`src/rtl/interp_ctrl.sv`:
```
// rtl/interp_ctrl.sv - start/busy/done sequencer for the 8-wide HEVC sub-pixel FIR array
module interp_ctrl #(
   parameter int NUM_PIXEL = 8,
   parameter int FIR_LAT   = 2
) (
   input  logic       clk,
   input  logic       rst,
   input  logic       start,
   output logic       busy,
   output logic       done,
   output logic [7:0] cnt,
   output logic       src_sel,
   output logic       row_load,
   output logic       out_load,
   output logic [7:0] out_row
);

   // Last row index of each pass and last drain cycle, pre-sized for compares
   localparam logic [7:0] H_LAST   = 8'(NUM_PIXEL + 6);
   localparam logic [7:0] V_LAST   = 8'(NUM_PIXEL - 1);
   localparam logic [2:0] LAT_LAST = 3'(FIR_LAT - 1);

   typedef enum logic [2:0] {
      S_IDLE   = 3'd0,
      S_HPASS  = 3'd1,
      S_HDRAIN = 3'd2,
      S_VPASS  = 3'd3,
      S_VDRAIN = 3'd4,
      S_DONE   = 3'd5
   } state_t;

   state_t     state_q, state_d;
   logic [7:0] cnt_q, cnt_d;
   logic [2:0] lat_q, lat_d;
   logic       busy_q, busy_d;
   logic       done_q, done_d;
   logic       src_q, src_d;

   // Tag = {h-row issued, v-row issued, v-row index}; the row field is kept
   // zero for horizontal issues so it can drive out_row directly.
   logic [9:0] tag_q [FIR_LAT];
   logic [9:0] tag_push;

   // Next-state, row counter and drain counter
   always_comb begin
      state_d = state_q;
      cnt_d   = cnt_q;
      lat_d   = lat_q;
      case (state_q)
         S_IDLE: begin
            cnt_d = 8'd0;
            lat_d = 3'd0;
            if (start) begin
               state_d = S_HPASS;
            end
         end
         S_HPASS: begin
            if (cnt_q == H_LAST) begin
               state_d = S_HDRAIN;
               lat_d   = 3'd0;
            end else begin
               cnt_d = cnt_q + 8'd1;
            end
         end
         S_HDRAIN: begin
            if (lat_q == LAT_LAST) begin
               state_d = S_VPASS;
               cnt_d   = 8'd0;
            end else begin
               lat_d = lat_q + 3'd1;
            end
         end
         S_VPASS: begin
            if (cnt_q == V_LAST) begin
               state_d = S_VDRAIN;
               lat_d   = 3'd0;
            end else begin
               cnt_d = cnt_q + 8'd1;
            end
         end
         S_VDRAIN: begin
            if (lat_q == LAT_LAST) begin
               state_d = S_DONE;
            end else begin
               lat_d = lat_q + 3'd1;
            end
         end
         S_DONE: begin
            state_d = S_IDLE;
            cnt_d   = 8'd0;
         end
         default: begin
            state_d = S_IDLE;
            cnt_d   = 8'd0;
            lat_d   = 3'd0;
         end
      endcase
   end

   // Status outputs are decoded from the next state so they register in step with it
   always_comb begin
      busy_d = (state_d != S_IDLE);
      done_d = (state_d == S_DONE);
      src_d  = (state_d == S_VPASS) || (state_d == S_VDRAIN) || (state_d == S_DONE);
   end

   // Tag for the row issued this cycle; drain and idle cycles push an empty tag
   always_comb begin
      tag_push = 10'd0;
      if (state_q == S_HPASS) begin
         tag_push[9] = 1'b1;
      end else if (state_q == S_VPASS) begin
         tag_push[8]   = 1'b1;
         tag_push[7:0] = cnt_q;
      end
   end

   // Control state and registered status outputs
   always_ff @(posedge clk) begin
      if (rst) begin
         state_q <= S_IDLE;
         cnt_q   <= 8'd0;
         lat_q   <= 3'd0;
         busy_q  <= 1'b0;
         done_q  <= 1'b0;
         src_q   <= 1'b0;
      end else begin
         state_q <= state_d;
         cnt_q   <= cnt_d;
         lat_q   <= lat_d;
         busy_q  <= busy_d;
         done_q  <= done_d;
         src_q   <= src_d;
      end
   end

   // FIR_LAT-deep tag pipeline; its last stage is the strobe output register
   always_ff @(posedge clk) begin
      if (rst) begin
         for (int i = 0; i < FIR_LAT; i++) begin
            tag_q[i] <= 10'd0;
         end
      end else begin
         tag_q[0] <= tag_push;
         for (int i = 1; i < FIR_LAT; i++) begin
            tag_q[i] <= tag_q[i-1];
         end
      end
   end

   assign busy     = busy_q;
   assign done     = done_q;
   assign cnt      = cnt_q;
   assign src_sel  = src_q;
   assign row_load = tag_q[FIR_LAT-1][9];
   assign out_load = tag_q[FIR_LAT-1][8];
   assign out_row  = tag_q[FIR_LAT-1][7:0];

endmodule

```
`config.mk`:
```
export PLATFORM = sky130hd
export DESIGN_NAME = interp_ctrl
export DESIGN_NICKNAME = d
export VERILOG_FILES = /design/src/rtl/interp_ctrl.sv
export SDC_FILE = /design/constraint.sdc
export NUM_CORES = 1
export LEC_CHECK = 0
export ABC_AREA = 1
export ABC_CLOCK_PERIOD_IN_PS = 2250
export CAP_MARGIN = 20
export CELL_PAD_IN_SITES_DETAIL_PLACEMENT = 1
export CELL_PAD_IN_SITES_GLOBAL_PLACEMENT = 1
export CORE_UTILIZATION = 40
export DETAILED_ROUTE_END_ITERATION = 8
export GPL_TIMING_DRIVEN = 0
export PLACE_DENSITY_LB_ADDON = 0.1
export SYNTH_ARGS = -nofsm -noshare
export SYNTH_HDL_FRONTEND = slang
export SYNTH_SLANG_ARGS = --single-unit
export TNS_END_PERCENT = 30
```
`constraint.sdc`:
```
create_clock -name clk -period 2.25 [get_ports clk]
set_input_delay 0.225 -clock clk [delete_from_list [all_inputs] [get_ports clk]]
set_output_delay 0.225 -clock clk [all_outputs]
set_load 0.005 [all_outputs]
```
==> flow_summary.ini <==
[run_status]
status = complete, no violations

[timing]
min_period_over_period = 0.796
finClkSkew_ps = 5.57
hold_viol = 0
slew_viol_final = 0
finalHoldWorstSlack_ps = 405
fin_crit_ps = 1790
max_slew_margin = 0.645
setup_viol = 0
max_freq_mhz = 558
final.setup.tns_ps = 0
rsz0062_at_grt = no
worstMarginPinSlew_ps = 533

[logic_synthesis]
synth-compound-area-share = 0.0735
synth.area.top_cells = dfxtp_1 46%, nand2_1 9.6%, nor2_1 7.7%
synth-xor-area-share = 0.00547
synth_most_common_cell = nand2_1
synthFlopType = dfxtp_1
synthSimpleGateAreaFrac = 0.296
synth_top_family_by_area = simple AND/OR/NAND/NOR gates
ys_seq_area_frac = 0.463
synthCells = 213
synth.mux.area_fraction = 0
netlist.area_leader.share = 0.463
syn_avg_cell_area_um2 = 7.51
syn_nets = 220
synth_cell_type_count = 23
synthArstFlopShare = 0
yosysTopAreaCell = dfxtp_1
synth_edf_count = 0
synth.cell_area_um2 = 1600
synth_fa_ha_area_frac = 0.0313
yosysWarnings = 0
ys_top_cells_by_count = 41 x nand2_1, 37 x dfxtp_1, 33 x nor2_1
ys_seq_elements = 37

[final_layout]
antenna_cells = 0
drive_gt1_frac = 0.131
area_growth_pct = 23.5
seqCellArea_um2 = 741
stdcell_count = 292
postLayoutCellArea_um2 = 1980
multiInputGateArea_um2 = 649
fin_nets = 250
nFillCells = 483
utilization = 0.528

[global_routing]
grt_pass1_vias = 1424
grt_pass1_wl_um = 6450
antenna_found_initial = 0
gr-total-overflow = 0
grt_max_degree = 13
grt.total_usage = 0.201

[cts]
holdBufCountCts = 0
cts_buffers = 5
post-cts-setup-buffers = 0
htreeDepth = 2
post_cts_resized = 0
path_clk_slew_ps = 70
cts_tree = built
cts.path.max_buffers = 2
clock-sinks = 37
clkLatencyLatePin_ps = 290
root_buffer = clkbuf_8

[die]
fp-row-count = 22
fp.dieArea_um2 = 4260
fp.coreArea_um2 = 3740
die_h_um = 65.3
start_util = 0.427
boundaryPins = 24
die-width_um = 65.3

[worst_hold_path]
hold_path.class = reg -> reg

[placement]
dp_hpwl_um = 2820
io_buffers = 23
place_area_um2 = 1890
place_inst = 284
place.gp.congestion = 0.770

[run]
drv_cap = 0

[drt]
antenna_left = 0
routed_wl_um = 3650
met1_length_um = 1670
vias_per_cell = 4.95
drc = 0
wl_met2_um = 1800
wl_per_cell_um = 12.5
wl_met3_um = 137
first_iter_violations = 52
first_pass_iters = 4
vias = 1445
routed.top_layer = met4

[setup_path]
critPathKind = reg -> reg
startpoint_type = register
cp.arrival_ps = 1970
cp.required_ps = 2430
worst_setup_path_end_kind = register
cp_max_fo = 7

[pwr]
clkPwrFrac = 0.385
pwr-share-comb = 0.050
cellLeakagePower_uw = 0.000827
vdd_drop_max_v = 0.000262
p_sw_frac = 0.243
p_int_uw = 899
power.switching_uw = 289
power-per-cell-area_nw_per_um2 = 601
seqPwrFrac = 0.565
power by group through the flow:
stage                     combinational [µW]  sequential, µW  clock (µW)
final                                   59.9             671         457
after global routing                    68.4             673         493
after CTS                               60.7             671         466
after detailed placement                60.0             686           0
after global placement                  56.8             685           0
after floorplan                         33.8             684           0
critical path, cell delays in order, from the launching register on:
cell,delay (ps)
dfxtp_1,450
ha_1,360
nand3_2,130
o21ai_2,270
nand2_1,140
o21ai_1,240
nand2_1,90
sequential cells by signal, indices dropped and copies added (netlist names):
| register | flops |
|---|---|
| done | 1 |
| lat_q | 3 |
| src_sel | 1 |
| cnt | 8 |
| state_q | 3 |
| tag_q | 20 |
| busy | 1 |
logic make-up (layout without fill, tap and decap cells):
logic type,after synthesis,after routing
AO/OA/AOI/OAI,22,22
adder cells (fa/ha/maj),4,4
flip-flops,37,37
XOR/XNOR,1,1
buffers and inverters,45,76
AND/OR/NAND/NOR,104,104
routing by layer:
layer / up-vias / global-route usage
met3: 5 / 0.0434
met4: 0 / 0.0734
met5: - / 0
met1: 689 / 0.248
li1: 715 / -
met2: 36 / 0.340
layout make-up:
| cell class | instances | area share |
|---|---|---|
| tap | 48 | 0.0304 |
| inverter | 33 | 0.0627 |
| clock inverter | 3 | 0.00886 |
| timing repair buffer | 23 | 0.116 |
| multi-input combinational | 131 | 0.328 |
| sequential | 37 | 0.375 |
| clock buffer | 5 | 0.0348 |
| buffer | 12 | 0.0437 |
cell usage in the layout (no fill, tap or decap), types with 2 or more instances in the layout:
master / n
nand2_1: 41
dfxtp_1: 37
nor2_1: 33
inv_1: 28
clkdlybuf4s50_1: 23
a21oi_1: 13
nand3_1: 12
buf_4: 9
nand4_1: 9
inv_2: 5
clkbuf_8: 5
o21ai_0: 4
ha_1: 4
o21ai_1: 3
nand2_2: 2
clkbuf_1: 2
o21ai_2: 2
nor3_1: 2
clkinv_2: 2
path summary, 6_finish.rpt:
check                    from  slack [ps]      endpoint  cells past startpoint
setup / recovery       cnt[1]         460          busy                      6
hold / removal    tag_q[0][0]         400  tag_q[0][10]                      2
setup reg to reg       cnt[1]         460          busy                      6
hold reg to reg   tag_q[0][0]         400  tag_q[0][10]                      2
per-stage QoR:
| step | setup WS (ps) | total power [µW] |
|---|---|---|
| 6_report | 458 | 1190 |
| 5_1_grt | 242 | 1230 |
| 4_1_cts | 452 | 1200 |
| 3_5_place_dp | 483 | 746 |
| 3_3_place_gp | 521 | 742 |
| 2_1_floorplan | 790 | 718 |
No activity file was read; power rests on OpenSTA's default activity.
